<file path="src/rtl/cpu_ctrl_pkg.sv">
// Shared encodings and defaults for the CPU run controller.
package cpu_ctrl_pkg;

  localparam logic [2:0] ST_LOAD_ENC = 3'd0;
  localparam logic [2:0] ST_RSTC_ENC = 3'd1;
  localparam logic [2:0] ST_IDLE_ENC = 3'd2;
  localparam logic [2:0] ST_RUN_ENC  = 3'd3;
  localparam logic [2:0] ST_STEP_ENC = 3'd4;

  typedef enum logic [2:0] {
    S_LOAD = ST_LOAD_ENC,
    S_RSTC = ST_RSTC_ENC,
    S_IDLE = ST_IDLE_ENC,
    S_RUN  = ST_RUN_ENC,
    S_STEP = ST_STEP_ENC
  } state_e;

  localparam logic [7:0] NOP_INSN = 8'h00;

  localparam int DEPTH_DEF      = 32;
  localparam int RST_CYCLES_DEF = 2;
  localparam int CNT_W_DEF      = 16;

endpackage

</file>
<file path="src/rtl/prog_mem.sv">
// Program memory: byte-wide, synchronous write, asynchronous read.
module prog_mem
  import cpu_ctrl_pkg::*;
#(
  parameter int DEPTH = DEPTH_DEF,
  parameter int AW    = $clog2(DEPTH)
) (
  input  logic          clk_i,
  input  logic          we_i,
  input  logic [AW-1:0] waddr_i,
  input  logic [7:0]    wdata_i,
  input  logic [AW-1:0] raddr_i,
  output logic [7:0]    rdata_o
);

  logic [7:0] mem_q [DEPTH];

  // Write port; contents survive reset on purpose.
  always_ff @(posedge clk_i) begin
    if (we_i) mem_q[waddr_i] <= wdata_i;
  end

  assign rdata_o = mem_q[raddr_i];

endmodule

</file>
<file path="src/rtl/cpu_run_controller.sv">
// Run controller for the 8-bit core: program load, core reset, run/step/halt
// gating, pc bound fault and executed-cycle counting.
//
// state | meaning
// ------+---------------------------------------------------------------
// LOAD  | accepting program bytes, core held in reset
// RSTC  | program loaded, core still in reset for RST_CYCLES cycles
// IDLE  | core out of reset, clock enable low, waiting for a command
// RUN   | core free-running until halt or pc fault
// STEP  | core enabled for exactly one cycle
module cpu_run_controller
  import cpu_ctrl_pkg::*;
#(
  parameter int DEPTH      = DEPTH_DEF,
  parameter int RST_CYCLES = RST_CYCLES_DEF,
  parameter int CNT_W      = CNT_W_DEF
) (
  input  logic             origclk,
  input  logic             reset,
  input  logic             load_valid,
  input  logic [7:0]       load_data,
  input  logic             load_last,
  output logic             load_ready,
  input  logic             cmd_load,
  input  logic             cmd_run,
  input  logic             cmd_step,
  input  logic             cmd_halt,
  input  logic [7:0]       pc,
  output logic [7:0]       instruction,
  output logic             cpu_reset,
  output logic             cpu_clk_en,
  output logic [7:0]       prog_len,
  output logic             fault,
  output logic [CNT_W-1:0] cycle_count,
  output logic [2:0]       state
);

  localparam int AW = $clog2(DEPTH);
  localparam int RW = (RST_CYCLES > 1) ? $clog2(RST_CYCLES) : 1;

  state_e           state_q, state_d;
  logic [7:0]       wr_ptr_q, wr_ptr_d;
  logic [7:0]       prog_len_q, prog_len_d;
  logic [RW-1:0]    rst_cnt_q, rst_cnt_d;
  logic             fault_q, fault_d;
  logic [CNT_W-1:0] cyc_q, cyc_d;

  logic       accept;
  logic       last_byte;
  logic       pc_oob;
  logic [7:0] mem_rdata;

  assign load_ready = (state_q == S_LOAD);
  assign cpu_reset  = (state_q == S_LOAD) || (state_q == S_RSTC);
  assign cpu_clk_en = (state_q == S_RUN) || (state_q == S_STEP);

  assign accept    = load_valid && load_ready;
  assign last_byte = load_last || (wr_ptr_q == 8'(DEPTH - 1));
  assign pc_oob    = (pc >= prog_len_q);

  prog_mem #(
    .DEPTH (DEPTH),
    .AW    (AW)
  ) u_prog_mem (
    .clk_i   (origclk),
    .we_i    (accept),
    .waddr_i (wr_ptr_q[AW-1:0]),
    .wdata_i (load_data),
    .raddr_i (pc[AW-1:0]),
    .rdata_o (mem_rdata)
  );

  // The address slice is only trusted once pc is known to be inside the program.
  assign instruction = ((state_q != S_LOAD) && !pc_oob) ? mem_rdata : NOP_INSN;

  assign state       = state_q;
  assign prog_len    = prog_len_q;
  assign fault       = fault_q;
  assign cycle_count = cyc_q;

  // Next-state and datapath updates for every controller register.
  always_comb begin
    state_d    = state_q;
    wr_ptr_d   = wr_ptr_q;
    prog_len_d = prog_len_q;
    rst_cnt_d  = rst_cnt_q;
    fault_d    = fault_q;
    cyc_d      = (cpu_clk_en && (cyc_q != '1)) ? cyc_q + 1'b1 : cyc_q;

    case (state_q)
      S_LOAD: begin
        if (accept) begin
          if (last_byte) begin
            prog_len_d = wr_ptr_q + 8'd1;
            rst_cnt_d  = RW'(RST_CYCLES - 1);
            fault_d    = 1'b0;
            cyc_d      = '0;
            state_d    = S_RSTC;
          end else begin
            wr_ptr_d = wr_ptr_q + 8'd1;
          end
        end
      end
      S_RSTC: begin
        if (rst_cnt_q == '0) state_d = S_IDLE;
        else                 rst_cnt_d = rst_cnt_q - 1'b1;
      end
      S_IDLE: begin
        if (cmd_load) begin
          wr_ptr_d = 8'd0;
          state_d  = S_LOAD;
        end else if (!fault_q) begin
          if (cmd_step)     state_d = S_STEP;
          else if (cmd_run) state_d = S_RUN;
        end
      end
      S_RUN: begin
        if (pc_oob) begin
          fault_d = 1'b1;
          state_d = S_IDLE;
        end
        if (cmd_halt) state_d = S_IDLE;
      end
      S_STEP: begin
        if (pc_oob) fault_d = 1'b1;
        state_d = S_IDLE;
      end
      default: state_d = S_LOAD;
    endcase
  end

  // Register bank with asynchronous return to the load state.
  always_ff @(posedge origclk or posedge reset) begin
    if (reset) begin
      state_q    <= S_LOAD;
      wr_ptr_q   <= 8'd0;
      prog_len_q <= 8'd0;
      rst_cnt_q  <= '0;
      fault_q    <= 1'b0;
      cyc_q      <= '0;
    end else begin
      state_q    <= state_d;
      wr_ptr_q   <= wr_ptr_d;
      prog_len_q <= prog_len_d;
      rst_cnt_q  <= rst_cnt_d;
      fault_q    <= fault_d;
      cyc_q      <= cyc_d;
    end
  end

endmodule
</file>
<file path="config.mk">
export PLATFORM = sky130hd
export DESIGN_NAME = cpu_run_controller
export DESIGN_NICKNAME = d
export VERILOG_FILES = /design/src/rtl/cpu_ctrl_pkg.sv /design/src/rtl/prog_mem.sv /design/src/rtl/cpu_run_controller.sv
export SDC_FILE = /design/constraint.sdc
export NUM_CORES = 1
export LEC_CHECK = 0
export ABC_CLOCK_PERIOD_IN_PS = 4100
export BUFFER_PORTS_ARGS = -buffer_cell sky130_fd_sc_hd__buf_2
export CELL_PAD_IN_SITES_DETAIL_PLACEMENT = 0
export CELL_PAD_IN_SITES_GLOBAL_PLACEMENT = 1
export CORE_MARGIN = 2
export CORE_UTILIZATION = 59
export CTS_BUF_LIST = sky130_fd_sc_hd__clkbuf_2 sky130_fd_sc_hd__clkbuf_4 sky130_fd_sc_hd__clkbuf_8
export CTS_CLUSTER_SIZE = 14
export DETAILED_ROUTE_END_ITERATION = 10
export GPL_TIMING_DRIVEN = 0
export MAX_ROUTING_LAYER = met4
export PLACE_DENSITY_LB_ADDON = 0.1
export SYNTH_ARGS = -nofsm -noshare
export SYNTH_HDL_FRONTEND = slang
export SYNTH_SLANG_ARGS = --single-unit
</file>
<file path="constraint.sdc">
create_clock -name origclk -period 4.1 [get_ports origclk]
set_input_delay 0.82 -clock origclk [delete_from_list [all_inputs] [get_ports origclk]]
set_output_delay 0.82 -clock origclk [all_outputs]
set_load 0.05 [all_outputs]
</file>
After elaboration in Yosys (flattened, before gate mapping)
Memory sizes are Yosys's and may differ from the RTL's.
Cells that the tools add are included.
W data, S select, Z words.

operators by class
  add/subtract/negate cells = 3
  reductions and logical operators = 18
  muxes and demuxes = 29
  eq/ne operators = 15
  $lt $le $gt $ge = 1

operator list
  kind                     count
  $mux W16                 4
  $mux W8                  4
  $mux W3                  9
  $add A16 B1 Y16 const B  1
  $ne A16 B16 Y1 const B   1
  $pmux W8 S2              1
  $pmux W3 S5              1
  $add A8 B1 Y8 const B    1
  $eq A8 B5 Y1 const B     1
  $ge A8 B8 Y1             1
  $mux W1                  8
  $reduce_and A4 Y1        2
  $eq A3 B2 Y1 const B     2
  $ne A2 B1 Y1 const B     3
  $ne A2 B2 Y1 const B     3
  $ne A3 B3 Y1 const B     2
  $reduce_and A3 Y1        2
  $reduce_and A6 Y1        1
  $reduce_bool A2 Y1       3
  $ne A4 B4 Y1 const B     1
  $pmux W1 S2              2
  $eq A3 B1 Y1 const B     1
  $eq A3 B3 Y1 const B     1
  $logic_and A1 B1 Y1      3
  other kinds (6)          8

word-level totals
  register bits after elaboration = 37
  input port bits = 24
  memory bits (writable) = 256
  memories = 1

memory list
  memory            words  bits a word  read ports  clocked after Yosys merged registers in  write ports  RTL line        text
  u_prog_mem.mem_q  32     8            1           0                                        1            prog_mem.sv:16  logic [7:0] mem_q [DEPTH];

Longest topological paths before layout
  depth in word-level cells = 7
  mapped depth = 8
  mapped depth without buffers = 6

Modules after synthesis
A second synthesis with hierarchy kept.

second synthesis, totals
  cell total of the unflattened synthesis = 652
  area total of the unflattened synthesis = 12,218.0 sq um

by module, submodules not included
  module              times used  seq. area each (sq um)  cells each  area each (sq um)
  prog_mem            1           7,687.4                 409         9,893.2
  cpu_run_controller  1           925.9                   243         2,324.7

Worst setup path before layout
No wires, ideal clock.

  path kind = in2out
  from = input port pc[0]
  to = output port instruction[0]
  buffers on the path = 2
  setup slack = 536 ps
  data required time = 3,280 ps
  arrival time = 2,744 ps
  stages = 8
  cell sequence = buf_2 > buf_1 > inv_1 > ha_1 > nand2b_1 > a21oi_1 > o311a_1 > and2_1

between the ends
  word-level cells in the longest chain between the ends = 4
  elaborated cells on any way between the ends = 5

ends and longest elaborated chain
  item                 RTL line                  text
  from (decl)          cpu_run_controller.sv:28  input logic [7:0] pc,
  $ge A8 B8 Y1         cpu_run_controller.sv:59  assign pc_oob = (pc >= prog_len_q);
  $logic_not A1 Y1     cpu_run_controller.sv:74  assign instruction = ((state_q != S_LOAD) && !pc_oob) ? mem_rdata : NOP_INSN;
  $logic_and A1 B1 Y1  cpu_run_controller.sv:74
  $mux W8 (*)          cpu_run_controller.sv:74
  to (decl)            cpu_run_controller.sv:29  output logic [7:0] instruction,

Every way passes the cells marked *; elsewhere a longest branch is shown, timed or not.

Worst setup path after layout
  from = input port pc[1]
  to = output port instruction[1]

Same word-level chain as after synthesis.

==> reports/qor.txt <==
Async SR Flop Fraction -> 12.6%
Dpl hpwl -> 17.5 mm
Net Sw Power -> 1.94 mW
Max-cap violations -> 0
Sink Count -> 293
Clock Tree Buf Depth -> 3
Worst setup EP type -> output pin
GRT Overall Usage -> 25.9%
Post-Layout Inst Area -> 13500 um2
HP Class -> input port to async pin
Post-synthesis sequential area ratio -> 71.5%
CTS tree -> done
Setup CP Type -> input port to output pin
Most frequent cells in the layout -> 256 x edfxtp_1, 76 x buf_2, 64 x mux4_2
Post-DP Area -> 12700 um2
Layout overhead on the synthesized area -> 12.3%
H-tree lvl count -> 2
Worst-Margin Slew -> 1190 ps
R2R Setup Slk -> 1260 ps
Via count -> 6888
# diodes -> 0
CTS Buf Count -> 47
Die height -> 147 um
Final Slew Violations -> 0
Post-Syn Nets -> 717
Sequential Power Share -> 50.8%
Grt ovf -> 0
Outcome -> finished, final reports clean
Top_reg_cell synth -> edfxtp_1
Drt first pass iters -> 5
Port Buffers -> 61
Fin Clk Skew -> 26.4 ps
Design Power -> 6.82 mW
Largest net degree at the start of global routing -> 38
Power per cell area -> 504 nW/um2
RSZ-0062 raised after global routing -> no
Clock slew at reported path FFs -> 60 ps
Fin. Hold Viols -> 0
# DRC -> 0
Clk_lat worst skew -> 550 ps
Antenna violations before repair -> 0
Share of layout cells above drive strength 1 -> 27.9%
Commonest non-fill, non-tap cell in the layout -> edfxtp_1
Synth top area share -> 63.8%
Post-synth cell types -> 55
CTS root buf -> clkbuf_8
CORE AREA -> 20200 um2
Critical path arrival -> 3130 ps
Drt initial violations -> 799
Synth warn -> 0
Mapped Cells -> 680
Internal power -> 4.88 mW
Mapped Area -> 12000 um2
Final Routed Wirelength -> 26.3 mm
# rows -> 52
Final setup viols -> 0
Tcrit/Tclk final -> 96.4%
Yosys top cell by area -> edfxtp_1
EDFF count, synth -> 256
Crit path time final -> 3950 ps
Drt wl/cell -> 24.2 um
Vias per cell -> 6.33
Slew HR -> 19.7%
Post-CTS Hold Buffers -> 0
First-pass GRT wire length -> 40.5 mm
Req. time, crit path -> 3280 ps
Initial Util -> 59.7%
IO Pins -> 63
Seq cells post-synth -> 293
Die X -> 147 um
FMAX -> 253 MHz
Combinational share of power -> 16.0%
Die area -> 21600 um2
Clock share of power -> 33.2%
Pleak -> 4.60 nW
Vias in the first global route -> 6968
Max IR drop VDD -> 0.533 mV
Startpoint class of the critical path -> input port
Gpl congestion -> 0.866
Crit Path Max Fanout -> 10
Mean Syn Cell Area -> 17.7 um2
Non-Filler Instances -> 1088
Switch share -> 28.4%
Setup TNS Final -> 0 ps
Area contributors post-synth -> edfxtp_1 64%, mux4_2 12%, dfrtp_1 7.7%
Final #Nets -> 826
Post-route antenna net violation count -> 0
Cells after DPL -> 1011
-- flip-flops by register name, indices dropped and copies added, names as in the netlist --
name              cells
rst_cnt_q             1
state                 3
fault                 1
u_prog_mem.mem_q    256
cycle_count          16
wr_ptr_q              8
prog_len              8
-- final timing paths --
| check | from | end | depth (start not counted) |
|---|---|---|---|
| max reg2reg | state[0]$_DFFE_PP0P_ | u_prog_mem.mem_q[16][6]$_DFFE_PP_ | 6 |
| min in group origclk | cycle_count[15]$_DFF_PP0_ | cycle_count[15]$_DFF_PP0_ | 1 |
| min reg2reg | cycle_count[15]$_DFF_PP0_ | cycle_count[15]$_DFF_PP0_ | 1 |
| min | reset | cycle_count[11]$_DFF_PP0_ | 2 |
| max in group asynchronous | reset | fault$_DFFE_PP0P_ | 2 |
| max | pc[1] | instruction[1] | 9 |
-- metrics by stage --
stage | worst slack (ps) | hold slack [ps] | utilization, %
floorplan | 536 | 487 | -
global placement | -215 | 504 | 62.9
detailed placement | -233 | 527 | 62.9
CTS | 116 | 437 | 67.1
global route | 11.3 | 483 | 67.1
finish | 147 | 429 | 67.1
-- cell families after synthesis --
kind of cell             share of synthesized area [%]
AO/OA/AOI/OAI                                     6.00
XOR/XNOR                                         0.218
adder cells (fa/ha/maj)                           1.35
buffers and inverters                             1.68
flip-flops                                        71.5
multiplexers                                      12.7
AND/OR/NAND/NOR                                   6.51
-- cells in the mapped netlist (all sizes together), types with 3 or more instances --
library cell / n
edfxtp: 256
mux4: 64
nor2: 41
dfrtp: 37
o22ai: 29
a21oi: 22
inv: 18
buf: 16
clkbuf: 15
nand3: 15
nand2: 14
ha: 13
or4: 12
and2: 11
o31ai: 11
nor4: 9
o21ai: 9
nand3b: 7
or3: 7
mux2i: 6
a211oi: 5
nand4: 5
or3b: 5
a211o: 4
a21o: 4
a22oi: 4
a31oi: 3
and3: 3
mux2: 3
nand2b: 3
nor3: 3
o21a: 3
o21bai: 3
o2bb2ai: 3
xor2: 3
-- worst max-delay path: stages --
cell,delay (ps)
buf_2,120
buf_2,310
buf_2,340
buf_2,360
mux4_2,340
o22ai_1,330
nor4_1,70
and2_1,200
buf_2,220
-- per-layer routing --
| layer | vias to the layer above | wire, um | GRT usage [%] |
|---|---|---|---|
| li1 | 3002 | - | - |
| met1 | 3532 | 11100 | 37.0 |
| met2 | 316 | 12700 | 39.8 |
| met3 | 38 | 1870 | 4.10 |
| met4 | 0 | 585 | 7.31 |
| met5 | - | 0 | - |
-- power groups by stage --
| stage | Clock (mW) | Sequential (mW) | Combinational [mW] |
|---|---|---|---|
| finish | 2.26 | 3.46 | 1.09 |
| global route | 2.43 | 3.47 | 1.18 |
| CTS | 2.29 | 3.46 | 1.10 |
| detailed placement | 0 | 3.52 | 1.09 |
| global placement | 0 | 3.51 | 1.07 |
| floorplan | 0 | 3.69 | 0.590 |
-- layout make-up --
type	count	area, um2
Tap cell	270	338
Inverter	18	67.6
Sequential cell	293	8610
Clock buffer	62	759
Timing Repair Buffer	61	305
Clock inverter	16	75.1
Buffer	30	135
Multi-Input combinational cell	338	3230
Fill cell	1395	6640
-- repair_timing --
item	in CTS	in global routing
endpoints found under the setup margin	8	0
buffers inserted	0	0
resized for setup	3	0
Power figures use the tool's default switching activity.
